$ cat src/rtl/riscv_loader_pkg.sv
// Shared types and helpers for the instruction-memory boot loader.
// Optional build macro: IMEM_LOADER_CHECKSUM_EN adds the S_CSUM state.
package riscv_loader_pkg;

    localparam int HDR_BYTES      = 2;
    localparam int BYTES_PER_WORD = 4;

    typedef enum logic [2:0] {
        S_LEN0 = 3'd0,
        S_LEN1 = 3'd1,
        S_DATA = 3'd2,
`ifdef IMEM_LOADER_CHECKSUM_EN
        S_CSUM = 3'd3,
`endif
        S_RUN  = 3'd4,
        S_ERR  = 3'd5
    } loader_state_t;

    // Header word count is legal when 1 <= n <= 2**addr_w.
    function automatic logic len_ok(input logic [31:0] n, input int unsigned addr_w);
        logic [32:0] lim;
        lim = 33'd1 << addr_w;
        return (n != 32'd0) && ({1'b0, n} <= lim);
    endfunction

endpackage

$ cat src/rtl/word_packer.sv
// Assembles four stream bytes into one little-endian 32-bit word.
// word_o already contains the byte being accepted this cycle, so the
// caller can capture a complete word on the same edge as the 4th byte.
module word_packer
    import riscv_loader_pkg::*;
(
    input  logic        clk_i,
    input  logic        rst_ni,
    input  logic        clear_i,
    input  logic        byte_valid_i,
    input  logic [7:0]  byte_i,
    output logic [31:0] word_o,
    output logic        word_valid_o
);

    localparam logic [1:0] LAST_IDX = 2'(BYTES_PER_WORD - 1);

    logic [31:0] asm_q, asm_d;
    logic [1:0]  idx_q;

    // Merge the incoming byte into its lane of the assembly register.
    always_comb begin
        asm_d = asm_q;
        asm_d[{idx_q, 3'b000} +: 8] = byte_i;
        word_o       = asm_d;
        word_valid_o = byte_valid_i && (idx_q == LAST_IDX);
    end

    // Assembly register and byte index; clear wins over a byte.
    always_ff @(posedge clk_i or negedge rst_ni) begin
        if (!rst_ni) begin
            asm_q <= '0;
            idx_q <= '0;
        end else if (clear_i) begin
            asm_q <= '0;
            idx_q <= '0;
        end else if (byte_valid_i) begin
            asm_q <= asm_d;
            idx_q <= idx_q + 2'd1;
        end
    end

endmodule

$ cat src/rtl/imem_boot_loader.sv
// Boot loader: receives a length-prefixed byte image, writes it into
// instruction memory word by word and holds the core in reset until the
// image is complete. Optional macro IMEM_LOADER_CHECKSUM_EN appends an XOR
// checksum byte after the data that must match before the core is released.
//
// Handshake: a byte transfers on a rising edge where rx_valid && rx_ready.
// rx_ready is registered from the next state, so it never depends on
// rx_valid combinationally; rx_valid while rx_ready=0 leaves the byte
// pending upstream. A load_req on the same edge drops the transfer.
module imem_boot_loader
    import riscv_loader_pkg::*;
#(
    parameter int ADDR_W = 8,
    parameter int LEN_W  = 16
) (
    input  logic              clk,
    input  logic              reset,
    input  logic              rx_valid,
    input  logic [7:0]        rx_data,
    output logic              rx_ready,
    input  logic              load_req,
    output logic              imem_we,
    output logic [ADDR_W-1:0] imem_addr,
    output logic [31:0]       imem_wdata,
    output logic              cpu_rst_n,
    output logic              load_done,
    output logic              load_err,
    output logic [2:0]        dbg_state
);

    loader_state_t     state_q, state_d;
    logic              rx_ready_q, rx_ready_d;
    logic              imem_we_q, imem_we_d;
    logic [ADDR_W-1:0] imem_addr_q, imem_addr_d;
    logic [31:0]       imem_wdata_q, imem_wdata_d;
    logic              cpu_rst_n_q, cpu_rst_n_d;
    logic              load_done_q, load_done_d;
    logic              load_err_q, load_err_d;
    logic [7:0]        len_lo_q, len_lo_d;
    logic [LEN_W-1:0]  n_q, n_d;
    logic [LEN_W:0]    word_cnt_q, word_cnt_d;
    logic [LEN_W:0]    word_cnt_inc;
    logic [LEN_W-1:0]  hdr_len;
`ifdef IMEM_LOADER_CHECKSUM_EN
    logic [7:0]        csum_q, csum_d;
`endif

    logic        accept;
    logic        pk_clear;
    logic        pk_byte;
    logic [31:0] pk_word;
    logic        pk_word_valid;
    logic        data_wr;
    logic        last_word;

    assign accept       = rx_valid && rx_ready_q;
    assign hdr_len      = LEN_W'({rx_data, len_lo_q});
    assign word_cnt_inc = word_cnt_q + {{LEN_W{1'b0}}, 1'b1};

    word_packer u_packer (
        .clk_i        (clk),
        .rst_ni       (reset),
        .clear_i      (pk_clear),
        .byte_valid_i (pk_byte),
        .byte_i       (rx_data),
        .word_o       (pk_word),
        .word_valid_o (pk_word_valid)
    );

    // Data-path strobes feeding the packer and the memory write port.
    always_comb begin
        pk_clear  = load_req || ((state_q == S_LEN1) && accept);
        pk_byte   = !load_req && (state_q == S_DATA) && accept;
        data_wr   = pk_byte && pk_word_valid;
        last_word = data_wr && (word_cnt_inc == {1'b0, n_q});
    end

    // Next-state and next-register logic of the load FSM.
    always_comb begin
        state_d      = state_q;
        len_lo_d     = len_lo_q;
        n_d          = n_q;
        word_cnt_d   = word_cnt_q;
        imem_addr_d  = imem_addr_q;
        imem_wdata_d = imem_wdata_q;
`ifdef IMEM_LOADER_CHECKSUM_EN
        csum_d       = csum_q;
`endif
        if (load_req) begin
            state_d    = S_LEN0;
            len_lo_d   = '0;
            n_d        = '0;
            word_cnt_d = '0;
`ifdef IMEM_LOADER_CHECKSUM_EN
            csum_d     = '0;
`endif
        end else begin
            case (state_q)
                S_LEN0: begin
                    if (accept) begin
                        len_lo_d = rx_data;
                        state_d  = S_LEN1;
                    end
                end
                S_LEN1: begin
                    if (accept) begin
                        if (!len_ok(32'(hdr_len), ADDR_W)) begin
                            state_d = S_ERR;
                        end else begin
                            n_d        = hdr_len;
                            word_cnt_d = '0;
`ifdef IMEM_LOADER_CHECKSUM_EN
                            csum_d     = '0;
`endif
                            state_d    = S_DATA;
                        end
                    end
                end
                S_DATA: begin
`ifdef IMEM_LOADER_CHECKSUM_EN
                    if (accept) begin
                        csum_d = csum_q ^ rx_data;
                    end
`endif
                    if (data_wr) begin
                        imem_addr_d  = word_cnt_q[ADDR_W-1:0];
                        imem_wdata_d = pk_word;
                        word_cnt_d   = word_cnt_inc;
                    end
                    if (last_word) begin
`ifdef IMEM_LOADER_CHECKSUM_EN
                        state_d = S_CSUM;
`else
                        state_d = S_RUN;
`endif
                    end
                end
`ifdef IMEM_LOADER_CHECKSUM_EN
                S_CSUM: begin
                    if (accept) begin
                        state_d = (rx_data == csum_q) ? S_RUN : S_ERR;
                    end
                end
`endif
                S_RUN:   state_d = S_RUN;
                S_ERR:   state_d = S_ERR;
                default: state_d = S_LEN0;
            endcase
        end
    end

    // Registered outputs derived from the next state or current state.
    always_comb begin
        rx_ready_d = (state_d == S_LEN0) || (state_d == S_LEN1) || (state_d == S_DATA);
`ifdef IMEM_LOADER_CHECKSUM_EN
        rx_ready_d = rx_ready_d || (state_d == S_CSUM);
`endif
        imem_we_d   = data_wr;
        cpu_rst_n_d = (state_q == S_RUN) && !load_req;
        load_done_d = (state_q == S_RUN) && !load_req;
        load_err_d  = (state_d == S_ERR) && !load_req;
    end

    // State and output registers.
    always_ff @(posedge clk or negedge reset) begin
        if (!reset) begin
            state_q      <= S_LEN0;
            rx_ready_q   <= 1'b0;
            imem_we_q    <= 1'b0;
            imem_addr_q  <= '0;
            imem_wdata_q <= '0;
            cpu_rst_n_q  <= 1'b0;
            load_done_q  <= 1'b0;
            load_err_q   <= 1'b0;
            len_lo_q     <= '0;
            n_q          <= '0;
            word_cnt_q   <= '0;
`ifdef IMEM_LOADER_CHECKSUM_EN
            csum_q       <= '0;
`endif
        end else begin
            state_q      <= state_d;
            rx_ready_q   <= rx_ready_d;
            imem_we_q    <= imem_we_d;
            imem_addr_q  <= imem_addr_d;
            imem_wdata_q <= imem_wdata_d;
            cpu_rst_n_q  <= cpu_rst_n_d;
            load_done_q  <= load_done_d;
            load_err_q   <= load_err_d;
            len_lo_q     <= len_lo_d;
            n_q          <= n_d;
            word_cnt_q   <= word_cnt_d;
`ifdef IMEM_LOADER_CHECKSUM_EN
            csum_q       <= csum_d;
`endif
        end
    end

    assign rx_ready   = rx_ready_q;
    assign imem_we    = imem_we_q;
    assign imem_addr  = imem_addr_q;
    assign imem_wdata = imem_wdata_q;
    assign cpu_rst_n  = cpu_rst_n_q;
    assign load_done  = load_done_q;
    assign load_err   = load_err_q;
    assign dbg_state  = state_q;

endmodule

$ cat config.mk
export PLATFORM = sky130hd
export DESIGN_NAME = imem_boot_loader
export DESIGN_NICKNAME = d
export VERILOG_FILES = /design/src/rtl/riscv_loader_pkg.sv /design/src/rtl/word_packer.sv /design/src/rtl/imem_boot_loader.sv
export SDC_FILE = /design/constraint.sdc
export NUM_CORES = 1
export LEC_CHECK = 0
export CAP_MARGIN = 30
export CORE_MARGIN = 3
export CORE_UTILIZATION = 40
export CTS_BUF_LIST = sky130_fd_sc_hd__clkbuf_4 sky130_fd_sc_hd__clkbuf_8
export CTS_CLUSTER_SIZE = 8
export DETAILED_ROUTE_END_ITERATION = 6
export MAX_ROUTING_LAYER = met4
export SLEW_MARGIN = 10
export SYNTH_ARGS = -nofsm -noshare
export SYNTH_HDL_FRONTEND = slang
export SYNTH_SLANG_ARGS = --single-unit
$ cat constraint.sdc
create_clock -name clk -period 3.3 [get_ports clk]
set_clock_uncertainty 0.15 [all_clocks]
set_input_delay 0.66 -clock clk [delete_from_list [all_inputs] [get_ports clk]]
set_output_delay 0.66 -clock clk [all_outputs]
set_load 0.01 [all_outputs]
; ---- Yosys cells after proc, flatten, opt, wreduce, memory -nomap -nowiden
; Index checks and enable logic that the tools add are counted.
[totals]
register_bits = 122
input_bits = 12
word_cells = 81
[classes]
n_addsub = 3
magnitude_cmp = 1
eq_ne = 12
shifts = 2
mux = 23
n_bitwise = 1
reduce_logical = 27
[op_table]
columns = cell, n
row1 = $mux W17, 4
row2 = $mux W16, 4
row3 = $mux W32, 2
row4 = $pmux W17 S2, 1
row5 = $bwmux W32, 1
row6 = $shift A8 B7 Y32 const A, 1
row7 = $shiftx A8 B7 Y32, 1
row8 = $mux W8, 3
row9 = $add A17 B1 Y17 const B, 1
row10 = $eq A17 B16 Y1, 1
row11 = $le A16 B9 Y1 const B, 1
row12 = $reduce_bool A16 Y1, 1
row13 = $mux W3, 5
row14 = $pmux W3 S5, 1
row15 = $logic_and A1 B1 Y1, 10
row16 = $reduce_bool A2 Y1, 5
row17 = $eq A3 B3 Y1 const B, 3
row18 = $neg A5 Y7, 1
row19 = $eq A3 B1 Y1 const B, 2
row20 = $eq A3 B2 Y1 const B, 2
row21 = $logic_not A3 Y1, 2
row22 = $ne A3 B3 Y1 const B, 2
row23 = $reduce_and A3 Y1, 2
row24 = $mux W2, 2
row25 = 9 further kinds, 11

; ---- Depth between registers and ports, before layout
; Gate-level depths: netlist of run 1.
[logic_depth]
ltp_word = 12
mapped_depth = 10

; ---- By module
; Synthesis of run 1 repeated with hierarchy kept, for this count alone.
[hier_totals]
cells_unflattened = 663
hier_area_um2 = 6128.4
[by_module_without_submodules]
columns = module, n_inst, cells_per_inst, area_each_um2
row1 = imem_boot_loader, 1, 467, 4215.3
row2 = word_packer, 1, 196, 1913.1

; ---- Worst setup path after synthesis of run 1
; No wires, ideal clock.
[synth_path]
path_kind = register to register
from = register word_cnt_q[0]
to = register load_err_q (netlist: load_err)
setup_time_ns = 0.067
arrival_time_ns = 2.321
setup_slack_ns = 0.762
path_stages_with_launch = 9
n_path_buf = 0
period_less_slack_ns = 2.538
cell_sequence = dfrtp_1 ha_1 nand4_1 or4_1 xnor2_1 a2111oi_4 nand4_2 o21ai_2 and2_1
[synth_via]
elab_chain_len = 8
[synth_lines]
columns = item, line_no
row1 = start: declaration, imem_boot_loader.sv:41  ; logic [LEN_W:0] word_cnt_q, word_cnt_d;
row2 = start signal: assignment, imem_boot_loader.sv:192  ; word_cnt_q <= word_cnt_d;
row3 = $add A17 B1 Y17, imem_boot_loader.sv:58  ; assign word_cnt_inc = word_cnt_q + {{LEN_W{1'b0}}, 1'b1};
row4 = $eq A17 B16 Y1, imem_boot_loader.sv:75  ; last_word = data_wr && (word_cnt_inc == {1'b0, n_q});
row5 = $logic_and A1 B1 Y1, imem_boot_loader.sv:75
row6 = $mux W3, imem_boot_loader.sv:130  ; if (last_word) begin
row7 = $pmux W3 S5, imem_boot_loader.sv:98  ; case (state_q)
row8 = $mux W3, imem_boot_loader.sv:89  ; if (load_req) begin
row9 = $eq A3 B3 Y1, imem_boot_loader.sv:161  ; load_err_d = (state_d == S_ERR) && !load_req;
row10 = $logic_and A1 B1 Y1, imem_boot_loader.sv:161
row11 = named net load_err_d, imem_boot_loader.sv:38  ; logic load_err_q, load_err_d;
row12 = end signal: assignment, imem_boot_loader.sv:189  ; load_err_q <= load_err_d;
row13 = end: declaration, imem_boot_loader.sv:38
; The timed path passes the listed nets, and every way through them passes these cells.
; A chain may end at the register's enable or synchronous reset.

; ---- Worst setup path in the final report of run 1
[layout_path]
from = register word_cnt_q[0]
to = register state_q[2] (netlist: dbg_state[2])
[layout_via]
elab_chain_len = 6
[layout_lines]
columns = item, line_no
row1 = $add A17 B1 Y17, imem_boot_loader.sv:58
row2 = $eq A17 B16 Y1, imem_boot_loader.sv:75
row3 = $logic_and A1 B1 Y1, imem_boot_loader.sv:75
row4 = $mux W3, imem_boot_loader.sv:130
row5 = $pmux W3 S5, imem_boot_loader.sv:98
row6 = $mux W3, imem_boot_loader.sv:89
row7 = named net state_d[2], imem_boot_loader.sv:31  ; loader_state_t state_q, state_d;
row8 = end signal: assignment, imem_boot_loader.sv:182  ; state_q <= state_d;
row9 = end: declaration, imem_boot_loader.sv:31
; The timed path passes the listed nets, and every way through them passes these cells.

==> results_dict.tcl, run 1 <==
set metrics [dict create \
    boundaryPins 60 \
    num_antenna_cells 0 \
    synth_async_sr_flop_share_pct 100.0 \
    synth_area_leaders "dfrtp_1, a21oi_1, nor2_1, a22o_1, nand2_1" \
    overflow 0 \
    path_buf_inv 0 \
    reg2regPathDepth 8 \
    syn_area_um2 5482 \
    cp.depth 8 \
    drtAntennaViolNets 0 \
    required_ps 3510 \
    status "finished, final reports clean" \
    ys_ff_latch 114 \
    initial_core_util_pct 41.07 \
    setup_tns_ps 0 \
    wire_per_inst_um 16.25 \
    clockBufferDepth 2 \
    synth-warning-count 0 \
    drc 0 \
    clock-root-buffer "clkbuf_8" \
    holdBufCountCts 0 \
    tightest_slew_ps 809.8 \
    synth_ff_type "dfrtp_1" \
    path_clk_slew_ps 70 \
    synth_top_area_share_pct 52.04 \
    wl_met2_um 6147 \
    synthToLayoutAreaGrowth_pct 21.94 \
    cts_setup_buffers 0 \
    dr.pass1.iters 4 \
    worst_path_max_delay_cell "or4_1" \
    ir_worst_vdd_v 0.0002362 \
    endpoint_kind "flop" \
    synth.top_cells.by_count "dfrtp_1, nor2_1, a21oi_1" \
    maxSlewViolCount 0 \
    fmax_mhz 336.0 \
    numCtsBuffers 17 \
    dpl.hpwl_um 8795 \
    setup_viol 0 \
    viasPerCell 5.324 \
    worstPathMaxFanout 7 \
    synth_most_common_cell "dfrtp_1" \
    rows 42 \
    critPathTopFamily "simple AND/OR/NAND/NOR gates" \
    synth_edf_count 0 \
    gr-usage-all-layers_pct 19.53 \
    hp-class "in2async" \
    gp_congestion 0.8296 \
    min_period_ps 2976 \
    r2r_start "word_cnt_q[0]$_DFFE_PN0P_" \
    crit-reg2reg-capture "dbg_state[2]$_DFF_PN0_" \
    rsz0062_at_grt "false" \
    drt-met1-wl_um 6136 \
    die_y_um 123.1 \
    wl_met3_um 534 \
    synth_top_cell_by_area "dfrtp_1" \
    max-cap-violations 0 \
    syn_inst 563 \
    grt_max_degree 115 \
    arrival_ps 3190 \
    drt_iter0_drc 338 \
    post-route-period-util_pct 90.18 \
    grt_first_pass_wirelength_um 22580 \
    wl_um 13090 \
    report.final.hold_viol_count 0 \
    htree_levels 4 \
    max_stage_delay_ps 610 \
    synth_nets 581 \
    cts_sinks 114 \
    design_area_um2 6684 \
    antenna_found_initial 0 \
    crit_type "reg2reg" \
    p_leak_nw 3.023 \
    core_area_um2 13350 \
    insertion_delay_ps 430 \
    crit_path_start_kind "flop" \
    cts_tree "done" \
    yosysSeqAreaShare_pct 52.04 \
    portBuffers 59 \
    chipWidth_um 123.1 \
    cts_resized 0 \
    avgSynthCellArea_um2 9.736 \
    power_density_nw_per_um2 434.4 \
    path_cells "ha_1 -> nand4_1 -> or4_1 -> xnor2_1 -> a2111oi_4 -> nand4_2 -> o21ai_2 -> and2_1" \
    slew_headroom_pct 45.87 \
    post_dp_cell_area_um2 6282 \
    grt_pass1_vias 4362 \
    ys_types 54 \
    highest_layer "met4" \
    rrSetupSlack_ps 320 \
    route.vias.total 4286 \
    dieArea_um2 15150 \
    finalNetCount 635 \
    drive_gt1_share_pct 10.02 \
]
registers in the layout, summed over array words and instances (netlist names), 2 cells and up:
signal / cells
imem_wdata: 32
len_lo_q: 8
word_cnt_q: 17
n_q: 16
dbg_state: 3
imem_addr: 8
u_packer.asm_q: 24
u_packer.idx_q: 2
where the power goes:
part | internal (mW) | leakage [nW] | switching [mW]
sequential | 1.41 | 1.58 | 0.0120
combinational | 0.0580 | 1.23 | 0.0977
clock | 0.786 | 0.214 | 0.541
per-layer routing:
metal | vias to the layer above | global-route usage (%)
met4 | 0 | 6.782
met2 | 86 | 28.90
met3 | 22 | 4.300
met1 | 2113 | 26.71
met5 | - | -
li1 | 2065 | -
worst max-delay path by stage:
stage	startpoint	to	slack (ps)
finish	word_cnt_q[0]$_DFFE_PN0P_	dbg_state[2]$_DFF_PN0_	320
global route	word_cnt_q[0]$_DFFE_PN0P_	dbg_state[2]$_DFF_PN0_	180
CTS	word_cnt_q[0]$_DFFE_PN0P_	dbg_state[2]$_DFF_PN0_	320
detailed placement	rx_data[1]	n_q[7]$_DFFE_PN0P_	330
global placement	word_cnt_q[0]$_DFFE_PN0P_	load_err$_DFF_PN0_	350
floorplan	word_cnt_q[0]$_DFFE_PN0P_	load_err$_DFF_PN0_	760
cell type report:
class                           count  area, um^2
Fill cell                        1260        6664
Sequential cell                   114        2853
Multi-Input combinational cell    398        2431
Timing Repair Buffer               76       740.7
Clock buffer                       26       326.6
Tap cell                          176       220.2
Clock inverter                      5       75.07
Inverter                           10       37.54
cells by family after synthesis:
family | Yosys count | share of synthesized area (%)
multiplexers | 19 | 3.469
AO/OA/AOI/OAI | 136 | 15.68
flip-flops | 114 | 52.04
buffers and inverters | 51 | 3.698
AND/OR/NAND/NOR | 216 | 20.38
XOR/XNOR | 21 | 3.355
adder cells (fa/ha/maj) | 6 | 1.370
cells in the final DEF, fill, tap and decap left out, types with 2 or more instances in the layout:
cell type / count
a21oi_1: 60
a22o_1: 26
a31oi_1: 12
and2_1: 11
and3_1: 3
buf_12: 2
buf_4: 16
bufinv_16: 2
clkbuf_4: 5
clkbuf_8: 21
clkdlybuf4s50_1: 58
clkinv_2: 3
dfrtp_1: 114
ha_1: 6
inv_1: 9
mux2i_1: 19
nand2_1: 51
nand2b_1: 2
nand3_1: 14
nand4_1: 4
nor2_1: 63
nor2b_1: 29
nor3_1: 10
nor3b_1: 2
nor4_1: 4
nor4b_1: 2
nor4bb_1: 2
o21a_1: 2
o21ai_0: 21
o21ai_1: 3
or2_2: 2
or3_1: 4
or4_1: 3
xnor2_1: 8
xor2_1: 13
per-stage QoR:
step | std cells | total power, mW | hold slack, ps | setup slack (ps) | utilization, %
floorplan | 563 | 1.519 | 214.4 | 761.6 | -
global placement | 774 | 1.603 | 306.1 | 351.7 | 47.07
detailed placement | 774 | 1.606 | 313.4 | 325.1 | 47.07
CTS | 805 | 2.945 | 181.7 | 317.2 | 50.08
global route | 805 | 3.025 | 198.4 | 181.5 | 50.08
finish | 805 | 2.904 | 148.8 | 323.9 | 50.08
Note: power is estimated with default switching activity, not from simulation.
==> run 2, diff against run 1 <==
Settings changed: DONT_BUFFER_PORTS set to 1.
==> results_dict.tcl, run 2 (synthesized netlist as in run 1, its figures left out) <==
set metrics [dict create \
    wl_um 12880 \
    required_ps 3520 \
    drtAntennaViolNets 0 \
    largest_reg_flops 32 \
    place_inst 705 \
    numCtsBuffers 17 \
    dr.pass1.iters 5 \
    failed_checks "negative hold slack" \
    viasPerCell 5.419 \
    path_cells "ha_1 -> nand4_1 -> or4_1 -> xnor2_1 -> a2111oi_4 -> nand4_2 -> o21ai_2 -> and2_1" \
    crit-reg2reg-capture "load_err$_DFF_PN0_" \
    hp-class "in2async" \
    p_leak_nw 2.778 \
    min_period_ps 2808 \
    cts_sinks 114 \
    finalNetCount 566 \
    clock-root-buffer "clkbuf_8" \
    cts_setup_buffers 0 \
    htree_levels 4 \
    worstPathMaxFanout 7 \
    path_clk_slew_ps 70 \
    report.final.hold_viol_count 114 \
    post-route-period-util_pct 85.10 \
    crit_path_start_kind "flop" \
    initial_core_util_pct 41.07 \
    tightest_slew_ps 838.5 \
    gp_congestion 0.8891 \
    cts_resized 0 \
    die_y_um 123.1 \
    drt_iter0_drc 290 \
    overflow 0 \
    chipWidth_um 123.1 \
    insertion_delay_ps 430 \
    num_antenna_cells 0 \
    crit_type "reg2reg" \
    route.vias.total 3994 \
    cts_tree "done" \
    power.total_mw 3.065 \
    gr-usage-all-layers_pct 18.22 \
    clockBufferDepth 2 \
    whs_ps -234.6 \
    status "finished with violations" \
    fmax_mhz 356.1 \
    grt_first_pass_wirelength_um 20730 \
    grt_max_degree 115 \
    post_dp_cell_area_um2 5594 \
    grt_pass1_vias 3929 \
    max_stage_delay_ps 590 \
    max-cap-violations 0 \
    synthToLayoutAreaGrowth_pct 10.84 \
    power_density_nw_per_um2 504.5 \
    arrival_ps 3030 \
    design_area_um2 6076 \
    layout.cells.non_filler 737 \
    boundaryPins 60 \
    rsz0062_at_grt "false" \
    endpoint_kind "flop" \
    portBuffers 0 \
    drc 0 \
    final_cell_mix "dfrtp_1, nor2_1, a21oi_1, nand2_1, nor2b_1" \
    dpl.hpwl_um 8431 \
    mostFrequentLayoutCell "dfrtp_1" \
    maxSlewViolCount 0 \
    setup_tns_ps 0 \
    rrSetupSlack_ps 490 \
    dieArea_um2 15150 \
    core_area_um2 13350 \
    antenna_found_initial 0 \
    r2r_start "word_cnt_q[0]$_DFFE_PN0P_" \
    setup_viol 0 \
    ir_worst_vdd_v 0.0002848 \
    drive_gt1_share_pct 9.447 \
    rows 42 \
    worst_path_max_delay_cell "or4_1" \
    wire_per_inst_um 17.48 \
    slew_headroom_pct 43.95 \
    reg2regPathDepth 8 \
]
run 2: changes by cell type in the layout (fill, tap and decap cells not counted):
cell / previous run / this run
bufinv_16: 2 / 5
clkinv_4: 0 / 1
buf_12: 2 / 0
clkbuf_4: 5 / 1
buf_4: 16 / 7
inv_6: 0 / 2
clkdlybuf4s50_1: 58 / 0
clkinv_2: 3 / 0
clkinvlp_4: 0 / 3
clkbuf_8: 21 / 20
run 2: how the worst max path moves through the flow:
| stage | from | end | slack (ps) | cells after the start |
|---|---|---|---|---|
| after floorplan | word_cnt_q[0]$_DFFE_PN0P_ | load_err$_DFF_PN0_ | 760 | 8 |
| after global placement | word_cnt_q[0]$_DFFE_PN0P_ | load_err$_DFF_PN0_ | 600 | 8 |
| after detailed placement | word_cnt_q[0]$_DFFE_PN0P_ | dbg_state[2]$_DFF_PN0_ | 520 | 8 |
| after CTS | word_cnt_q[0]$_DFFE_PN0P_ | load_err$_DFF_PN0_ | 490 | 8 |
| after global routing | word_cnt_q[0]$_DFFE_PN0P_ | load_err$_DFF_PN0_ | 310 | 8 |
| final | word_cnt_q[0]$_DFFE_PN0P_ | load_err$_DFF_PN0_ | 490 | 8 |
run 2: area by class of cell:
type | count | area [um^2]
clock buffers | 21 | 282.8
clock inverters | 11 | 198.9
fillers | 1296 | 7272
inverters | 10 | 37.54
multi-input cells | 398 | 2431
flip-flops and latches | 114 | 2853
well taps | 176 | 220.2
repair buffers | 7 | 52.55
run 2: per-stage QoR:
step / setup slack (ps) / utilization, %
2_1_floorplan: 761.6 / -
3_3_place_gp: 598.9 / 41.91
3_5_place_dp: 516.7 / 41.91
4_1_cts: 486.3 / 45.52
5_1_grt: 314.6 / 45.52
6_report: 491.7 / 45.52
run 2: per-layer routing:
layer | vias to the layer above | part of all wire, % | routed length (um) | track usage, %
met5 | - | 0 | 0 | -
met4 | 0 | 0.78 | 101 | 5.606
met3 | 9 | 5.5 | 712 | 5.398
met1 | 1965 | 47 | 6079 | 24.51
met2 | 91 | 46 | 5989 | 26.72
li1 | 1929 | - | - | -
run 2: worst max-delay path, delay by kind of cell (launching register included):
family | cells | cell delay [ps]
compound gates | 2 | 510
simple gates | 4 | 1060
fa+ha+maj | 1 | 330
flops | 1 | 490
xor+xnor | 1 | 200
run 2: where the power goes:
part | internal [mW] | switching, mW | total [mW]
combinational | 0.0296 | 0.0422 | 0.0718
clock | 0.974 | 0.595 | 1.57
sequential | 1.41 | 0.0156 | 1.42
total | 2.41 | 0.653 | 3.07
==> patch 1: new RTL, flow settings as in run 2 <==
Build with the macro `IMEM_LOADER_CHECKSUM_EN` defined.
--- a/src/rtl/riscv_loader_pkg.sv
+++ b/src/rtl/riscv_loader_pkg.sv
@@ -2,2 +2,4 @@
 // Optional build macro: IMEM_LOADER_CHECKSUM_EN adds the S_CSUM state.
+`define IMEM_LOADER_CHECKSUM_EN
+
 package riscv_loader_pkg;
Check against the original RTL: not equivalent (a bounded check fails within 10 cycles, from zero or initial values and one cycle with reset low).
==> patch 1 against run 2 <==
The run still ends with negative hold slack left. Sequential cell count grew 8. Total power shrank 8.2%. Wire length grew 12%. Count of clock-buffer cells in the layout is the same. Global-route usage grew 0.76 points. Design area grew 5.3%. Sequential share of layout area grew 0.77 points. Worst setup slack gained 0.15 ns. Utilization shrank 0.48 points. Synthesized area grew 8.4%. Largest power group is now sequential cells.
==> patch 1: results (changes against run 2) <==
[synthesis]
ys_seq_area_share_pct = 51.4  ; was 52.0%
synth_nets = 647  ; was 581
synthArstFlopShare_pct = 100  ; unchanged
synth_area_leaders = dfrtp_1 (51%), nor2_1 (5.8%), nand2_1 (5.2%)  ; was dfrtp_1 (52%), a21oi_1 (5.5%), nor2_1 (4.3%)
synth.distinct_cells = 60  ; was 54
synth_edf_count = 0  ; unchanged
ys_warn_count = 0  ; unchanged
netlist_top_cells_count = dfrtp_1 (122), nor2_1 (92), nand2_1 (82), o21ai_0 (38), a21oi_1 (26)  ; was dfrtp_1 (114), nor2_1 (63), a21oi_1 (60), nand2_1 (51), clkbuf_1 (30)

[clocking]
cts_resized = 0  ; unchanged
postCtsSetupRepairBufs = 0  ; unchanged
cts_htree_levels = 4  ; unchanged
clockBufferDepth = 2  ; unchanged
clock_latency_ns = 0.44
path_clk_slew_ns = 0.07  ; about the same
root_buffer = clkbuf_8  ; unchanged
cts-buffers-inserted = 17  ; unchanged

[global_route]
grt_pass1_vias = 4479  ; was 3929
antenna_found_initial = 0  ; unchanged
grt_pass1_wl_um = 23600  ; was 20700 µm
grt.total_usage_pct = 19.0  ; was 18.2%
grt_max_degree = 123  ; was 115

[flow_run]
cap_violations = 0  ; unchanged

[timing]
timing.hold.ws_ns = -0.244  ; was -0.235 ns
hold_viol_final = 122  ; was 114
worst_pin_slew_ns = 0.709  ; was 0.839 ns

[drt]
wl_per_cell_um = 18.0  ; was 17.5 µm
dr.pass1.iters = 4  ; was 5
vias = 4585  ; was 3994
drtIter0Drc = 328  ; was 290

[worst_setup_path]
slowest_stage = dfrtp_1  ; was or4_1
cp_max_fo = 8  ; was 7
cp_data_arrival_time_ns = 2.87  ; was 3.03 ns
r2r_end = dbg_state[0]$_DFF_PN0_  ; was load_err$_DFF_PN0_
rrSetupSlack_ns = 0.65  ; was 0.49 ns
rr_startpoint = word_cnt_q[0]$_DFFE_PN0P_  ; unchanged
ff2ff_path_depth = 7  ; was 8
critPathMaxStageDelay_ns = 0.49  ; was 0.59 ns
cp_top_family = simple AND/OR/NAND/NOR gates  ; unchanged

[placed_design]
place.gp.congestion = 0.826  ; was 0.889
io_buffer_count = 0  ; unchanged
dp_hpwl_um = 9630  ; was 8430 µm

[pwr]
p_leak_nw = 2.95  ; was 2.78 nW
swShare_pct = 22.4  ; was 21.3%
ir_worst_vdd_mv = 0.211  ; was 0.285 mV

[min_path]
hp-class = in -> async  ; unchanged

[cells_and_area]
finalNetCount = 631  ; was 566
drive_above_1_share_pct = 7.22  ; was 9.45%
antennaDiodeCount = 0  ; unchanged
largest_reg_flops = 32  ; unchanged

[status]
violations = negative hold slack  ; unchanged
status = finished, violations left  ; unchanged

-- patch 1: area by class of cell --
| type | count | area (µm²) |
|---|---|---|
| clock inverter | 8 | 72.6 |
| clock buffer | 21 | 283 |
| fill | 1407 | 7810 |
| multi-input combinational | 452 | 2650 |
| inverter | 11 | 41.3 |
| tap | 180 | 225 |
| timing repair buffer | 9 | 71.3 |
| sequential | 122 | 3050 |
-- patch 1: how the worst max path moves through the flow --
stage | startpoint | end | slack, ns | cells past startpoint
finish | word_cnt_q[0]$_DFFE_PN0P_ | dbg_state[0]$_DFF_PN0_ | 0.65 | 7
global route | word_cnt_q[0]$_DFFE_PN0P_ | dbg_state[0]$_DFF_PN0_ | 0.37 | 7
CTS | word_cnt_q[0]$_DFFE_PN0P_ | dbg_state[0]$_DFF_PN0_ | 0.70 | 7
detailed placement | word_cnt_q[0]$_DFFE_PN0P_ | dbg_state[0]$_DFF_PN0_ | 0.73 | 7
global placement | len_lo_q[7]$_DFFE_PN0P_ | word_cnt_q[3]$_DFFE_PN0P_ | 0.57 | 6
floorplan | load_req | dbg_state[0]$_DFF_PN0_ | 0.97 | 7
-- patch 1: through the flow --
step	setup slack [ns]	area (µm²)	power, mW	hold WS [ns]	cells
CTS	0.703	6400	2.85	-0.272	803
floorplan	0.970	5940	1.63	0.214	629
global placement	0.571	6030	1.63	0.222	773
detailed placement	0.726	6040	1.64	0.222	774
global route	0.372	6400	2.93	-0.281	803
finish	0.645	6400	2.81	-0.244	803
-- patch 1: kinds of logic after synthesis --
logic type,synth area share (%)
simple gates,21.0
compound gates,17.0
flops,51.4
buf+inv,3.98
xor+xnor,3.69
mux,1.68
fa+ha+maj,1.26
-- patch 1: per-layer routing --
| layer | global-route usage [%] | part of all wire, % | up-vias |
|---|---|---|---|
| li1 | - | - | 2190 |
| met1 | 25.0 | 47 | 2242 |
| met2 | 27.6 | 45 | 131 |
| met3 | 5.67 | 6.3 | 22 |
| met4 | 7.37 | 1.7 | 0 |
| met5 | - | 0 | - |
-- patch 1: power by group through the flow --
stage | sequential [mW] | clock (mW) | combinational (mW)
floorplan | 1.54 | 0 | 0.0869
global placement | 1.55 | 0 | 0.0814
detailed placement | 1.55 | 0 | 0.0844
CTS | 1.52 | 1.24 | 0.0849
global route | 1.53 | 1.30 | 0.0966
finish | 1.52 | 1.20 | 0.0849
==> patch 2: new RTL, config.mk and constraints of run 2 <==
Made on the original files. Reset style: synchronous (`reset` and `rst_ni`), changed in 2 clocked blocks.
--- a/src/rtl/word_packer.sv
+++ b/src/rtl/word_packer.sv
@@ -29,3 +29,3 @@
     // Assembly register and byte index; clear wins over a byte.
-    always_ff @(posedge clk_i or negedge rst_ni) begin
+    always_ff @(posedge clk_i) begin
         if (!rst_ni) begin
--- a/src/rtl/imem_boot_loader.sv
+++ b/src/rtl/imem_boot_loader.sv
@@ -164,3 +164,3 @@
     // State and output registers.
-    always_ff @(posedge clk or negedge reset) begin
+    always_ff @(posedge clk) begin
         if (!reset) begin
Behaviour: differs if reset is asserted again (counterexample within 4 cycles, from zero or initial values and one cycle with reset low); with reset held inactive, the same outputs for 10 cycles.
==> patch 2 against run 2 <==
Total power decreased by 13%. Final cell count grew 6.4%. Design area fell by 4.3%. Sequential cell count did not move. Fmax up 11%. Utilization about the same. Critical path depth decreased by 1. Synthesized area shrank 3.2%. Wire length is 1.7% higher. Worst setup slack gained 0.29 ns.
==> patch 2: results (changes against run 2) <==
[timing]
finalCritPeriodShare_pct = 76.4  ; was 85.1%
timing.hold.ws_ns = 0.204  ; was -0.235 ns
slew_headroom_pct = 42.1  ; was 44.0%

[synthesis]
synth_compound_area_share_pct = 19.4  ; was 15.7%
netlist_top_cells_count = dfxtp_1 (114), nand2_1 (71), nor2_1 (63), a21oi_1 (43), nor2b_1 (29)  ; was dfrtp_1 (114), nor2_1 (63), a21oi_1 (60), nand2_1 (51), clkbuf_1 (30)
synth_nets = 632  ; was 581
synth_area_leaders = dfxtp_1 (43%), nand2_1 (5.0%), o211a_1 (4.5%)  ; was dfrtp_1 (52%), a21oi_1 (5.5%), nor2_1 (4.3%)
synth_xor_area_share_pct = 3.63  ; was 3.36%
synthMuxAreaShare_pct = 3.39  ; was 3.47%
ys_seq_area_share_pct = 43.0  ; was 52.0%
synthArstFlopShare_pct = 0  ; was 100%
synth.distinct_cells = 57  ; was 54
synthAdderAreaFrac_pct = 1.41  ; was 1.37%

[pwr]
p_leak_nw = 2.26  ; was 2.78 nW
ir_worst_vdd_mv = 0.230  ; was 0.285 mV

[worst_setup_path]
rrSetupSlack_ns = 0.78  ; was 0.49 ns
ff2ff_path_depth = 7  ; was 8
crit_path_end = word_cnt_q[10]$_SDFFE_PP0P_  ; was load_err$_DFF_PN0_
cp_data_arrival_time_ns = 2.74  ; was 3.03 ns
rr_startpoint = dbg_state[2]$_SDFF_PN0_  ; was word_cnt_q[0]$_DFFE_PN0P_
cp_max_fo = 13  ; was 7

[drt]
vias_per_cell = 5.53  ; was 5.42
drtIter0Drc = 302  ; was 290
wl_per_cell_um = 16.7  ; was 17.5 µm

[status]
status = finished, final reports clean  ; was finished, violations left

[clocking]
cts_resized = 0  ; unchanged

[min_path]
hold_path_end = imem_wdata[1]$_SDFFE_PN0P_
hp-class = in -> reg  ; was in -> async

[placed_design]
dp_hpwl_um = 9050  ; was 8430 µm
pre_cts_slack_ns = 0.632  ; was 0.517 ns

[cells_and_area]
drive_above_1_share_pct = 9.80  ; was 9.45%
finalNetCount = 617  ; was 566

[global_route]
grt_pass1_wl_um = 21700  ; was 20700 µm
grt_max_degree = 56  ; was 115
grt_pass1_vias = 4110  ; was 3929
grt.total_usage_pct = 19.1  ; was 18.2%

==> patch 2: report_power, final <==
group	switching, mW	total (mW)	internal (mW)
clock network	0.591	1.23	0.641
logic	0.0297	0.0505	0.0208
registers	0.00466	1.38	1.38
==> patch 2: cells by family after synthesis <==
| kind of cell | Yosys count |
|---|---|
| xor gates and xnor gates | 22 |
| buffers and inverters | 54 |
| and+or+nand+nor | 251 |
| AOI/OAI and AO/OA | 149 |
| muxes | 18 |
| adders and majority gates | 6 |
| DFF | 114 |
==> patch 2: through the flow <==
step / instances / util [%] / area [µm²] / total power, mW
floorplan: 614 / - / 5310 / 1.46
global placement: 752 / 42.5 / 5430 / 1.46
detailed placement: 752 / 42.5 / 5430 / 1.46
CTS: 784 / 45.5 / 5810 / 2.70
global route: 784 / 45.5 / 5810 / 2.76
finish: 784 / 45.5 / 5810 / 2.67
==> patch 2: routing by layer <==
metal / vias to the layer above / GRT usage, % / wire length [µm]
met2: 139 / 27.4 / 5770
met1: 2051 / 25.1 / 6020
li1: 2128 / - / -
met5: - / - / 0
met3: 21 / 6.15 / 1100
met4: 0 / 7.63 / 212
==> patch 2: area by class of cell <==
class / instances / area [µm²]
clock buffer: 20 / 269
clock inverter: 12 / 109
fill: 1264 / 6960
inverter: 5 / 18.8
multi-input combinational: 446 / 2790
sequential: 114 / 2280
tap: 172 / 215
timing repair buffer: 15 / 125
==> patch 2: critical path: stages (launching register included) <==
cell	delay (ns)
dfxtp_1	0.38
nand3b_1	0.28
nor4b_4	0.33
nand2_1	0.30
buf_4	0.29
nor3_1	0.22
or3b_1	0.37
a21oi_1	0.12
